===== src/rtl/mem_port_arbiter_if.sv =====
// rtl/mem_port_arbiter_if.sv - CPU, debug and memory signal bundle for mem_port_arbiter
//
// Groups the three sides of the arbiter:
//   cpu_*  : multicycle CPU strobes, address/data, read data back, hold
//   dbg_*  : debug/loader req/ack port
//   mem_*  : single-port synchronous memory instance
// Modport slave is the arbiter's view; modport master is the surrounding
// system (CPU, debug agent and memory).
interface mem_port_arbiter_if #(
    parameter int AW = 8,
    parameter int DW = 8
);
    logic          cpu_rd;
    logic          cpu_wr;
    logic [AW-1:0] cpu_addr;
    logic [DW-1:0] cpu_wdata;
    logic [DW-1:0] cpu_rdata;
    logic          cpu_hold;

    logic          dbg_req;
    logic          dbg_we;
    logic [AW-1:0] dbg_addr;
    logic [DW-1:0] dbg_wdata;
    logic          dbg_ack;
    logic [DW-1:0] dbg_rdata;
    logic          dbg_owner;

    logic [AW-1:0] mem_addr;
    logic [DW-1:0] mem_data;
    logic          mem_wren;
    logic          mem_rden;
    logic [DW-1:0] mem_q;

    modport slave (
        input  cpu_rd, cpu_wr, cpu_addr, cpu_wdata,
        output cpu_rdata, cpu_hold,
        input  dbg_req, dbg_we, dbg_addr, dbg_wdata,
        output dbg_ack, dbg_rdata, dbg_owner,
        output mem_addr, mem_data, mem_wren, mem_rden,
        input  mem_q
    );

    modport master (
        output cpu_rd, cpu_wr, cpu_addr, cpu_wdata,
        input  cpu_rdata, cpu_hold,
        output dbg_req, dbg_we, dbg_addr, dbg_wdata,
        input  dbg_ack, dbg_rdata, dbg_owner,
        input  mem_addr, mem_data, mem_wren, mem_rden,
        output mem_q
    );
endinterface


===== src/rtl/mem_port_arbiter.sv =====
// rtl/mem_port_arbiter.sv - single-port data memory arbiter between multicycle CPU and debug port
//
// The CPU owns the memory by default. A debug request is granted in a cycle
// where the CPU neither reads nor writes, or over a CPU write once the
// request has waited STARVE_MAX cycles. A debug access takes ISSUE then RESP;
// during ISSUE the CPU is frozen by cpu_hold if it is strobing.
//
// Ports:
//   clock       system clock, rising edge
//   reset       asynchronous, active-low
//   bus.cpu_*   CPU strobes/address/data in; cpu_rdata (= mem_q), cpu_hold out
//   bus.dbg_*   debug req/we/addr/wdata in; dbg_ack, dbg_rdata, dbg_owner out
//   bus.mem_*   memory addr/data/wren/rden out; mem_q in
module mem_port_arbiter #(
    parameter int AW         = 8,
    parameter int DW         = 8,
    parameter int STARVE_MAX = 4
) (
    input  logic              clock,
    input  logic              reset,
    mem_port_arbiter_if.slave bus
);
    localparam int            CW         = 4;
    localparam logic [CW-1:0] STARVE_LIM = CW'(STARVE_MAX);

    typedef enum logic [1:0] {
        IDLE      = 2'd0,
        DBG_ISSUE = 2'd1,
        DBG_RESP  = 2'd2
    } state_t;

    state_t        state;
    state_t        state_nxt;
    logic [CW-1:0] starve_cnt;
    logic          lat_we;
    logic [AW-1:0] lat_addr;
    logic [DW-1:0] lat_wdata;
    logic [DW-1:0] rdata_q;
    logic          starved;
    logic          grant;

    assign starved = (starve_cnt == STARVE_LIM);

    // A CPU read is never pre-empted: its data appears on mem_q next cycle
    // and a debug access in between would replace it.
    assign grant = (state == IDLE) && bus.dbg_req && !bus.cpu_rd
                   && (!bus.cpu_wr || starved);

    always_ff @(posedge clock or negedge reset) begin
        if (!reset) begin
            state <= IDLE;
        end else begin
            state <= state_nxt;
        end
    end

    always_comb begin
        state_nxt = state;
        case (state)
            IDLE:      if (grant) state_nxt = DBG_ISSUE;
            DBG_ISSUE: state_nxt = DBG_RESP;
            DBG_RESP:  state_nxt = IDLE;
            default:   state_nxt = IDLE;
        endcase
    end

    always_ff @(posedge clock or negedge reset) begin
        if (!reset) begin
            starve_cnt <= '0;
            lat_we     <= 1'b0;
            lat_addr   <= '0;
            lat_wdata  <= '0;
            rdata_q    <= '0;
        end else begin
            if (state == IDLE) begin
                if (grant || !bus.dbg_req) begin
                    starve_cnt <= '0;
                end else if (!starved) begin
                    starve_cnt <= starve_cnt + 1'b1;
                end
            end else begin
                starve_cnt <= '0;
            end

            // Debug fields are only sampled on the grant edge, so the
            // requester may still be changing them while it waits.
            if (grant) begin
                lat_we    <= bus.dbg_we;
                lat_addr  <= bus.dbg_addr;
                lat_wdata <= bus.dbg_wdata;
            end

            // Captured on every response, including writes.
            if (state == DBG_RESP) begin
                rdata_q <= bus.mem_q;
            end
        end
    end

    always_comb begin
        bus.mem_addr  = bus.cpu_addr;
        bus.mem_data  = bus.cpu_wdata;
        bus.mem_wren  = bus.cpu_wr;
        bus.mem_rden  = bus.cpu_rd;
        bus.cpu_hold  = 1'b0;
        bus.cpu_rdata = bus.mem_q;
        bus.dbg_owner = 1'b0;
        bus.dbg_ack   = 1'b0;
        bus.dbg_rdata = rdata_q;
        case (state)
            DBG_ISSUE: begin
                bus.mem_addr  = lat_addr;
                bus.mem_data  = lat_wdata;
                bus.mem_wren  = lat_we;
                bus.mem_rden  = !lat_we;
                bus.cpu_hold  = bus.cpu_rd | bus.cpu_wr;
                bus.dbg_owner = 1'b1;
            end
            DBG_RESP: begin
                // Read data is live on mem_q this cycle; present it with the
                // ack, then hold the registered copy until the next ack.
                bus.dbg_ack   = 1'b1;
                bus.dbg_rdata = bus.mem_q;
            end
            default: begin
            end
        endcase
    end
endmodule


===== src/flat_wrapper.sv =====
// flat-port wrapper written by rule: the top's interface ports become plain ports
module mem_port_arbiter_flat 
#(
    parameter int AW         = 8,
    parameter int DW         = 8,
    parameter int STARVE_MAX = 4
)
  (clock, reset, bus_cpu_rd, bus_cpu_wr, bus_cpu_addr, bus_cpu_wdata, bus_cpu_rdata, bus_cpu_hold, bus_dbg_req, bus_dbg_we, bus_dbg_addr, bus_dbg_wdata, bus_dbg_ack, bus_dbg_rdata, bus_dbg_owner, bus_mem_addr, bus_mem_data, bus_mem_wren, bus_mem_rden, bus_mem_q);
  mem_port_arbiter_if #(.AW(AW), .DW(DW)) bus_i ();
  input  logic clock;
  input  logic reset;
  input wire logic [$bits(bus_i.cpu_rd)-1:0] bus_cpu_rd;
  input wire logic [$bits(bus_i.cpu_wr)-1:0] bus_cpu_wr;
  input wire logic [$bits(bus_i.cpu_addr)-1:0] bus_cpu_addr;
  input wire logic [$bits(bus_i.cpu_wdata)-1:0] bus_cpu_wdata;
  output wire logic [$bits(bus_i.cpu_rdata)-1:0] bus_cpu_rdata;
  output wire logic [$bits(bus_i.cpu_hold)-1:0] bus_cpu_hold;
  input wire logic [$bits(bus_i.dbg_req)-1:0] bus_dbg_req;
  input wire logic [$bits(bus_i.dbg_we)-1:0] bus_dbg_we;
  input wire logic [$bits(bus_i.dbg_addr)-1:0] bus_dbg_addr;
  input wire logic [$bits(bus_i.dbg_wdata)-1:0] bus_dbg_wdata;
  output wire logic [$bits(bus_i.dbg_ack)-1:0] bus_dbg_ack;
  output wire logic [$bits(bus_i.dbg_rdata)-1:0] bus_dbg_rdata;
  output wire logic [$bits(bus_i.dbg_owner)-1:0] bus_dbg_owner;
  output wire logic [$bits(bus_i.mem_addr)-1:0] bus_mem_addr;
  output wire logic [$bits(bus_i.mem_data)-1:0] bus_mem_data;
  output wire logic [$bits(bus_i.mem_wren)-1:0] bus_mem_wren;
  output wire logic [$bits(bus_i.mem_rden)-1:0] bus_mem_rden;
  input wire logic [$bits(bus_i.mem_q)-1:0] bus_mem_q;
  assign bus_i.cpu_rd = bus_cpu_rd;
  assign bus_i.cpu_wr = bus_cpu_wr;
  assign bus_i.cpu_addr = bus_cpu_addr;
  assign bus_i.cpu_wdata = bus_cpu_wdata;
  assign bus_cpu_rdata = bus_i.cpu_rdata;
  assign bus_cpu_hold = bus_i.cpu_hold;
  assign bus_i.dbg_req = bus_dbg_req;
  assign bus_i.dbg_we = bus_dbg_we;
  assign bus_i.dbg_addr = bus_dbg_addr;
  assign bus_i.dbg_wdata = bus_dbg_wdata;
  assign bus_dbg_ack = bus_i.dbg_ack;
  assign bus_dbg_rdata = bus_i.dbg_rdata;
  assign bus_dbg_owner = bus_i.dbg_owner;
  assign bus_mem_addr = bus_i.mem_addr;
  assign bus_mem_data = bus_i.mem_data;
  assign bus_mem_wren = bus_i.mem_wren;
  assign bus_mem_rden = bus_i.mem_rden;
  assign bus_i.mem_q = bus_mem_q;
  mem_port_arbiter #(.AW(AW), .DW(DW), .STARVE_MAX(STARVE_MAX)) u_core (.clock(clock), .reset(reset), .bus(bus_i));
endmodule

===== config.mk =====
export PLATFORM = sky130hd
export DESIGN_NAME = mem_port_arbiter_flat
export DESIGN_NICKNAME = d
export VERILOG_FILES = /design/src/rtl/mem_port_arbiter_if.sv /design/src/rtl/mem_port_arbiter.sv /design/src/flat_wrapper.sv
export SDC_FILE = /design/constraint.sdc
export NUM_CORES = 1
export LEC_CHECK = 0
export ABC_AREA = 0
export BUFFER_PORTS_ARGS = -buffer_cell sky130_fd_sc_hd__buf_2
export CORE_MARGIN = 2
export CORE_UTILIZATION = 40
export DETAILED_ROUTE_END_ITERATION = 16
export PLACE_DENSITY_LB_ADDON = 0.05
export SLEW_MARGIN = 20
export SYNTH_ARGS = -nofsm -noshare
export SYNTH_HDL_FRONTEND = slang
export SYNTH_SLANG_ARGS = --single-unit

===== constraint.sdc =====
create_clock -name clock -period 2.1 [get_ports clock]
set_input_delay 0.21 -clock clock [delete_from_list [all_inputs] [get_ports clock]]
set_output_delay 0.21 -clock clock [all_outputs]
set_load 0.1 [all_outputs]

; ---- After elaboration in Yosys (flattened, before gate mapping)
; Index checks and enable logic that the tools add are counted.
[totals]
output_inout_bits = 37
input_bits = 46
word_cells = 36
ff_bits = 31
[op_classes]
add_sub_neg = 1
reduce_logical = 10
bitwise_logic = 1
muxes = 13
eq_ne = 5
[op_table]
columns = cell, count
row1 = 8-bit 2-to-1 mux, 3
row2 = 4-bit 2-to-1 mux, 3
row3 = 1-bit 2-to-1 mux, 5
row4 = "4-bit by 1-bit adder with 4-bit output, second input constant", 1
row5 = "4-bit by 3-bit == test with 1-bit output, second input constant", 1
row6 = 1-bit logical NOT, 4
row7 = 2-bit one-hot mux with 2 select lines, 1
row8 = 1-bit logical AND, 3
row9 = "3-bit != test, second input constant", 1
row10 = "2-bit by 1-bit == test with 1-bit output, second input constant", 1
row11 = "2-bit == test, second input constant", 1
row12 = 2-bit logical NOT, 1
row13 = 1-bit logical OR, 2
row14 = 2-bit 2-to-1 mux, 1
row15 = "2-bit by 1-bit != test with 1-bit output, second input constant", 1
row16 = 1-bit bitwise OR, 1

; ---- Depth between registers and ports, before layout
; Gate-level depths: netlist of the first run.
[depth]
ltp_word = 7
mapped_depth = 6
mapped_depth_nobuf = 5

; ---- Worst setup path before layout of the first run
; Ideal clock, no wire load.
[synth_path]
path_type = register to output
from = reg u_core.state[1]
to = out bus_mem_rden
t_arrival_ps = 3215
path_stages_with_launch = 5
n_path_buf = 1
setup_slack_ps = -1325
path_cell_list = dfrtp_1 -> nor2b_1 -> clkbuf_1 -> nor2_1 -> a21oi_1
[synth_between]
elab_chain_len = 2
[synth_lines]
columns = element, line_no
row1 = "start, declared", mem_port_arbiter.sv:32  ; state_t state;
row2 = "start signal, assigned", mem_port_arbiter.sv:53  ; state <= state_nxt;
row3 = 2-bit by 1-bit == test with 1-bit output, mem_port_arbiter.sv:110  ; case (state)
row4 = 1-bit 2-to-1 mux, mem_port_arbiter.sv:110
row5 = "end, declared", flat_wrapper.sv:28  ; output wire logic [$bits(bus_i.mem_rden)-1:0] bus_mem_rden;
; No other way between the ends.

; ---- Worst setup path in the final report of the first run
[layout_path]
from = reg u_core.state[0]
to = out bus_dbg_rdata[1]
[layout_between]
elab_chain_len = 2
[layout_lines]
columns = element, line_no
row1 = 2-bit == test, mem_port_arbiter.sv:110
row2 = 8-bit 2-to-1 mux, n/a
row3 = "end, declared", flat_wrapper.sv:23  ; output wire logic [$bits(bus_i.dbg_rdata)-1:0] bus_dbg_rdata;
; No other way between the ends.

==> impl_metrics.yaml, run 1 <==
detailed_routing:
  wl_met3_um: 269
  met1_length_um: 1250
  wl_per_cell_um: 13.8
  wl_met2_um: 1740
  firstDrtPassIters: 2
  drc: 0
  wirelength_um: 3300
  num_vias: 1124
  routed.top_layer: "met4"
  ant_nets: 0
  drt-initial-drc-count: 38
  vias_per_cell: 4.70
synth:
  synth_edf_count: 0
  synth.distinct_cells: 23
  synth_most_common_cell: "mux2_2"
  ys_top_cells_by_count: "33 x mux2_2, 31 x dfrtp_1, 9 x mux2_4, 8 x buf_4, 3 x nor3_1"
  ys_ff_latch: 31
  avgSynthCellArea_um2: 14.2
  synthArstFlopShare: 1.00
  synth_ff_type: "dfrtp_1"
  synthTopCellsByArea: "dfrtp_1 50%, mux2_2 24%, mux2_4 8.6%"
  synthesis.area_um2: 1560
  yosysTopAreaCellShare: 0.496
  netlist_instances: 110
  seq_area_frac_synth: 0.496
  yosys_warnings: 0
  yosys.area.top_type: "dfrtp_1"
  syn_nets: 158
layout:
  drive_gt1_frac: 0.723
  areaGrowthSynthToFinish_pct: 53.2
  nets: 238
  antennaDiodeCount: 0
  postLayoutCoreUtil: 0.645
placed_design:
  io_buffers: 82
  place_congestion: 0.645
  hpwl_um: 2570
  pre_cts_ws_ps: 266
floorplanning:
  initial_core_util: 0.421
  num_rows: 22
  die_y_um: 66.5
  die_area_um2: 4430
  core_um2: 3720
  die_w_um: 66.5
  pin_count: 83
clock_network:
  clk_path_buf_depth: 2
  cts_sinks: 31
  cts_inserted_buffers: 5
  cts_tree: "built"
  htree_levels: 2
  clk_latency_ps: 280
  cts_resized: 0
  clkSlewWorstSetupHoldPaths_ps: 70
  ctsRootBufferMaster: "clkbuf_8"
global_routing:
  track_usage: 0.163
  grt_pass1_vias: 1209
  overflow: 0
  grt_max_degree: 32
  grt_first_pass_wirelength_um: 5260
  grt_antenna_before_repair: 0
sta:
  setup_ws_ps: 116
  min_period_ps: 1980
  slew_violations: 0
  min_period_over_period: 0.945
  finalHoldViolCount: 0
  maxClockFrequency_ghz: 0.504
  rsz0062_at_grt: "no"
  hold_ws_ps: 151
  setup_viol: 0
  worst_pin_slew_ps: 668
  skew_ps: 3.61
  relSlewSlack: 0.555
critical_path:
  crit_path_top_delay_cell: "and2b_1"
  path_cells: "and2b_1, mux2_2, buf_2"
  arrival_ps: 1770
  cp-start-kind: "flip-flop"
  worst-path-buf-inv: 1
  cp_top_family: "simple AND/OR/NAND/NOR gates"
  slowest_delay_ps: 410
  cp.required_ps: 1890
  cp_max_fo: 9
  cp-end-kind: "output port"
  path_class: "reg2out"
power:
  leakagePower_uw: 0.00115
  max-vdd-ir-drop_uv: 483
  powerDensity_nw_per_um2: 1040
job:
  cap_violations: 0
min_path:
  hold_class: "in2reg"
outcome:
  run_status: "complete, no violations"
-- flip-flops by register name, summed over array words and instances (netlist names) --
register / flops
u_core.starve_cnt: 4
u_core.lat_addr: 8
u_core.lat_wdata: 8
u_core.rdata_q: 8
u_core.lat_we: 1
u_core.state: 2
-- final cells by class --
type	instances	area, µm²
sequential	31	776
multi-input combinational	64	684
fill	299	1320
clock buffer	5	68.8
inverter	2	7.51
tap	48	60.1
clock inverter	3	43.8
timing repair buffer	86	756
-- path summary, 6_finish.rpt --
| check | slack (ps) | end | depth (start not counted) | from |
|---|---|---|---|---|
| max | 120 | bus_dbg_rdata[1] | 3 | u_core.state[0] |
| min | 150 | u_core.lat_addr[5] | 2 | bus_dbg_addr[5] |
| max reg2reg | 260 | u_core.lat_addr[0] | 4 | u_core.state[1] |
| min reg2reg | 490 | u_core.state[1] | 1 | u_core.state[1] |
| max in group asynchronous | 1160 | u_core.lat_addr[0] | 2 | reset |
| min in group asynchronous | 500 | u_core.rdata_q[5] | 2 | reset |
-- cell families (layout without fill, tap and decap cells) --
logic type | after synthesis | after routing | synth area share
XOR/XNOR | 2 | 2 | 0.0112
AND/OR/NAND/NOR | 11 | 11 | 0.0408
AO/OA/AOI/OAI | 5 | 5 | 0.0288
multiplexers | 44 | 44 | 0.337
adder cells (fa/ha/maj) | 2 | 2 | 0.0160
flip-flops | 31 | 31 | 0.496
buffers and inverters | 15 | 96 | 0.0704
-- worst register-to-register path, delay by kind of cell, from the launching register on --
| kind | cells | cell delay (ps) |
|---|---|---|
| buffers and inverters | 1 | 210 |
| AO/OA/AOI/OAI | 1 | 290 |
| AND/OR/NAND/NOR | 1 | 480 |
| flip-flops | 1 | 410 |
| multiplexers | 1 | 350 |
-- layer usage --
layer	GRT usage	vias to the layer above
met5	0	-
met4	0.0536	0
met3	0.0693	5
met2	0.283	50
met1	0.178	531
li1	-	538
-- repair_timing --
action / 4_1_cts / 5_1_grt
hold buffers: 1 / 0
setup buffers: 0 / 0
hold endpoints to repair: 31 / 0
-- power breakdown --
part	internal, µW	switching [µW]
Combinational	349	782
Sequential	725	64.0
Clock	353	225
-- through the flow --
stage               TNS [ps]  power, µW  instance area, µm²  cells
floorplan               -300       1670                1570    110
global placement           0       1910                2270    230
detailed placement         0       1940                2270    230
CTS                        0       2520                2400    239
global route               0       2600                2400    239
finish                     0       2500                2400    239
-- cell usage in the layout, fill, tap and decap left out, types with 2 or more instances in the layout --
master     n
buf_2     62
ha_1       2
mux2i_1    2
nor2_1     2
inv_1      2
xnor2_1    2
clkbuf_8   5
buf_12    21
mux2_2    33
mux2_4     9
buf_4      2
nor3_1     3
dfrtp_1   31
(Power assumes the default switching activity.)
==> run 2: changes to the inputs <==
--- a/config.mk
+++ b/config.mk
@@ -10,6 +10,7 @@
 export CORE_MARGIN = 2
 export CORE_UTILIZATION = 40
 export DETAILED_ROUTE_END_ITERATION = 16
+export HOLD_SLACK_MARGIN = 0.1
 export PLACE_DENSITY_LB_ADDON = 0.05
 export SLEW_MARGIN = 20
 export SYNTH_ARGS = -nofsm -noshare
==> constraint.sdc (replaced) <==
create_clock -name clock -period 2.4 [get_ports clock]
set_input_delay 0.24 -clock clock [delete_from_list [all_inputs] [get_ports clock]]
set_output_delay 0.24 -clock clock [all_outputs]
set_load 0.1 [all_outputs]
==> run 2 against run 1 <==
Against the previous run:
- power shrank 20%
- clock skew grew 1.9 ps
- register-to-register slack better by 130 ps
- combinational power decreased by 22%
- sequential share of layout area up 4.8 points
- final area decreased by 13%
- worst hold slack gained 38 ps
- non-clock buffer count stayed put
- core utilization fell by 8.4 points
- clock-buffer cell count is 3 higher
- setup slack gained 260 ps
- largest cell class unchanged
==> impl_metrics.yaml, run 2 (synthesized netlist as in run 1, its figures left out) <==
sta:
  setup_ws_ps: 374
  rsz0062_at_grt: "no"
  finalSetupTns_ps: 0
  hold_ws_ps: 189
  min_period_ps: 2030
  finalHoldViolCount: 0
  skew_ps: 5.54
  worst_pin_slew_ps: 663
  min_period_over_period: 0.844
  setup_viol: 0
  relSlewSlack: 0.558
  maxClockFrequency_ghz: 0.493
  slew_violations: 0
global_routing:
  grt_first_pass_wirelength_um: 4750
  overflow: 0
  track_usage: 0.148
  grt_max_degree: 32
  grt_antenna_before_repair: 0
  grt_pass1_vias: 1112
floorplanning:
  die_area_um2: 4430
  die_y_um: 66.5
  core_um2: 3720
  initial_core_util: 0.421
  die_w_um: 66.5
  pin_count: 83
  num_rows: 22
min_path:
  min-delay-start: "bus_dbg_we"
  holdPathStages: 2
  hold_class: "in2reg"
  min_to: "u_core.lat_we"
clock_network:
  clkSlewWorstSetupHoldPaths_ps: 60
  ctsRootBufferMaster: "clkbuf_8"
  htree_levels: 2
  clk_path_buf_depth: 2
  cts_inserted_buffers: 5
  cts_sinks: 31
  clk_latency_ps: 280
  cts_tree: "built"
  cts_resized: 0
  cts_setup_buffers: 0
detailed_routing:
  drc: 0
  wirelength_um: 2930
  wl_per_cell_um: 12.2
  firstDrtPassIters: 3
  drt-initial-drc-count: 60
  num_vias: 1119
  ant_nets: 0
  vias_per_cell: 4.68
layout:
  antennaDiodeCount: 0
  reg.largest.list: "u_core.lat_addr: 8 flops, u_core.lat_wdata: 8 flops, u_core.rdata_q: 8 flops"
  final_cell_mix: "81 x buf_2, 33 x mux2_2, 31 x dfrtp_1, 9 x mux2_4, 7 x clkbuf_8"
  nets: 238
  postLayoutCoreUtil: 0.561
  drive_gt1_frac: 0.717
  areaGrowthSynthToFinish_pct: 33.4
  layout.cells.most_common: "buf_2"
  fill_cells: 342
critical_path:
  cp-end-kind: "output port"
  cp.required_ps: 2160
  r2r-start: "u_core.starve_cnt[0]"
  arrival_ps: 1790
  cp-start-kind: "flip-flop"
  rr_endpoint: "u_core.lat_addr[1]"
  r2r_slack_ps: 390
  path_class: "reg2out"
  reg2regPathDepth: 6
  cp_max_fo: 9
job:
  cap_violations: 0
power:
  power_uw: 2010
  powerDensity_nw_per_um2: 964
  max-vdd-ir-drop_uv: 520
  leakagePower_uw: 0.00105
placed_design:
  hpwl_um: 2210
  io_buffers: 82
  place_congestion: 0.647
  pre_cts_ws_ps: 380
outcome:
  run_status: "complete, no violations"
## run 2: changes by cell type in the layout (fill, tap and decap cells not counted), sizes merged
cell,change
bufinv,-1
clkbuf,+3
clkinv,-2
## run 2: per-layer routing
metal  up-vias  GRT usage  routed length [µm]
met5         -          0                   0
met4         0     0.0689                  56
met3         6     0.0591                 238
met2        49      0.246                1460
met1       530      0.164                1170
li1        534          -                   -
## run 2: what timing repair did
item                                    CTS  global route
hold buffers                              1             0
endpoints found under the hold margin    31             0
endpoints found under the setup margin    0             0
## run 2: cell type report
class	count	area, µm²	area share
Inverter	2	7.51	0.00360
Timing Repair Buffer	86	458	0.220
Clock buffer	8	100	0.0480
Sequential cell	31	776	0.372
Multi-Input combinational cell	64	684	0.328
Tap cell	48	60.1	0.0288
## run 2: worst max-delay path: stages, from the launching register on
cell	delay (ps)
dfrtp_1	390
and2b_1	420
mux2_2	400
buf_2	300
## run 2: power by group
| group | total [µW] | switching, µW | internal [µW] |
|---|---|---|---|
| Combinational | 883 | 663 | 221 |
| Sequential | 687 | 52.2 | 635 |
| Clock | 439 | 178 | 261 |
| Total | 2010 | 893 | 1120 |
## run 2: how the worst max path moves through the flow
stage,to,cells past startpoint,from
final,bus_dbg_rdata[7],3,u_core.state[0]
after global routing,u_core.lat_wdata[7],6,u_core.starve_cnt[0]
after CTS,bus_dbg_rdata[7],3,u_core.state[0]
after detailed placement,u_core.lat_addr[0],6,u_core.starve_cnt[0]
after global placement,u_core.lat_addr[0],6,u_core.starve_cnt[0]
after floorplan,bus_mem_rden,4,u_core.state[1]
## run 2: through the flow
step | std cells | cell area (µm²)
floorplan | 110 | 1570
global placement | 230 | 1980
detailed placement | 230 | 1980
CTS | 239 | 2090
global route | 239 | 2090
finish | 239 | 2090
==> run 3: changes to the inputs <==
==> constraint.sdc (replaced) <==
create_clock -name clock -period 1.97 [get_ports clock]
set_input_delay 0.197 -clock clock [delete_from_list [all_inputs] [get_ports clock]]
set_output_delay 0.197 -clock clock [all_outputs]
set_load 0.1 [all_outputs]
==> run 3 against run 2 <==
Against the previous run:
- clock skew fell by 0.80 ps
- sequential power up 22%
- sequential cell count unchanged
- combinational power is 37% higher
- core utilization up 8.6 points
- final area increased by 15%
- sequential share of layout area decreased by 4.9 points
- via count grew 0.18%
- worst hold slack worse by 41 ps
- global-route usage up 1.4 points
- largest cell class unchanged
==> impl_metrics.yaml, run 3 (synthesized netlist as in run 1, its figures left out) <==
sta:
  min_period_ps: 1870
  maxClockFrequency_ghz: 0.533
  skew_ps: 4.74
  setup_viol: 0
  min_period_over_period: 0.952
  slew_violations: 0
  worst_pin_slew_ps: 654
  finalHoldViolCount: 0
  rsz0062_at_grt: "no"
  relSlewSlack: 0.564
power:
  powerDensity_nw_per_um2: 1100
  max-vdd-ir-drop_uv: 498
  leakagePower_uw: 0.00116
global_routing:
  overflow: 0
  grt_first_pass_wirelength_um: 5280
  grt_pass1_vias: 1220
  grt_max_degree: 32
  grt_antenna_before_repair: 0
  track_usage: 0.162
clock_network:
  cts_inserted_buffers: 5
  ctsRootBufferMaster: "clkbuf_8"
  htree_levels: 2
  cts_tree: "built"
  clk_latency_ps: 280
  clkSlewWorstSetupHoldPaths_ps: 70
  cts_sinks: 31
  clk_path_buf_depth: 2
  cts_setup_buffers: 0
detailed_routing:
  num_vias: 1121
  wirelength_um: 3210
  wl_per_cell_um: 13.4
  ant_nets: 0
  drt-initial-drc-count: 24
  vias_per_cell: 4.67
  firstDrtPassIters: 4
  drc: 0
outcome:
  run_status: "complete, no violations"
critical_path:
  cp-start-kind: "flip-flop"
  path_class: "reg2out"
  cp-end-kind: "output port"
  cp_max_fo: 9
  cp.required_ps: 1770
  arrival_ps: 1680
layout:
  drive_gt1_frac: 0.729
  nets: 239
  final_cell_mix: "62 x buf_2, 33 x mux2_2, 31 x dfrtp_1, 21 x buf_12, 9 x mux2_4"
  finalInstanceArea_um2: 2400
  postLayoutCoreUtil: 0.647
  antennaDiodeCount: 0
  areaGrowthSynthToFinish_pct: 53.8
  reg.largest.list: "u_core.lat_addr: 8 flops, u_core.lat_wdata: 8 flops, u_core.rdata_q: 8 flops"
  layout.cells.most_common: "buf_2"
min_path:
  hold_class: "in2reg"
floorplanning:
  initial_core_util: 0.421
  num_rows: 22
  die_w_um: 66.5
  core_um2: 3720
  pin_count: 83
  die_area_um2: 4430
  die_y_um: 66.5
placed_design:
  io_buffers: 82
  dpl_cell_area_um2: 2280
  place_congestion: 0.634
  hpwl_um: 2550
job:
  cap_violations: 0
run 3: changes by cell type in the layout (fill, tap and decap cells not counted):
cell,previous run,this run
and2b_1,1,0
and2b_2,0,1
buf_12,1,21
buf_2,81,62
bufinv_16,0,1
clkbuf_1,1,0
clkbuf_8,7,5
clkinv_2,0,1
clkinv_4,0,1
run 3: final cells by class:
cell class / instances / area [µm²]
Clock buffer: 5 / 68.8
Clock inverter: 3 / 43.8
Fill cell: 297 / 1310
Inverter: 2 / 7.51
Multi-Input combinational cell: 64 / 686
Sequential cell: 31 / 776
Tap cell: 48 / 60.1
Timing Repair Buffer: 87 / 763
run 3: worst paths after layout:
| path | slack (ps) | endpoint | cells after the start | startpoint |
|---|---|---|---|---|
| worst max-delay path | 100 | bus_dbg_rdata[1] | 3 | u_core.state[0] |
| worst min-delay path | 150 | u_core.lat_wdata[1] | 2 | bus_dbg_wdata[1] |
| worst max register to register | 130 | u_core.lat_wdata[7] | 4 | u_core.state[1] |
| worst min register to register | 490 | u_core.state[1] | 1 | u_core.state[1] |
| max in group asynchronous | 1060 | u_core.lat_wdata[5] | 2 | reset |
| min in group asynchronous | 490 | u_core.starve_cnt[0] | 2 | reset |
run 3: what timing repair did:
| action | 4_1_cts | 5_1_grt |
|---|---|---|
| endpoints found under the hold margin | 31 | 0 |
| gates resized for setup | 1 | 0 |
| setup endpoints to repair | 8 | 0 |
| hold buffers | 1 | 0 |
run 3: power breakdown:
part,switching (µW),leakage [µW],total (µW),internal (µW)
combinational,834,0.000721,1210,373
clock,233,0.0000581,609,376
sequential,66.8,0.000378,840,773
run 3: routing by layer:
layer | routed length (µm) | part of all wire | global-route usage | vias up
li1 | - | - | - | 537
met1 | 1200 | 0.38 | 0.187 | 530
met2 | 1710 | 0.53 | 0.280 | 50
met3 | 266 | 0.083 | 0.0557 | 4
met4 | 27 | 0.0084 | 0.0536 | 0
met5 | 0 | 0 | 0 | -
run 3: critical path: stages, from the launching register on:
cell	delay (ps)
dfrtp_1	390
and2b_2	340
mux2_2	380
buf_2	300
run 3: through the flow:
step / setup WS, ps / instances / TNS (ps) / total power (µW) / hold WS (ps)
after CTS: 74.4 / 240 / 0 / 2680 / 138
after detailed placement: 136 / 231 / 0 / 2070 / 266
final: 95.1 / 240 / 0 / 2660 / 148
after floorplan: -333 / 110 / -534 / 1780 / -98.6
after global routing: 30.5 / 240 / 0 / 2770 / 137
after global placement: 176 / 231 / 0 / 2040 / 265
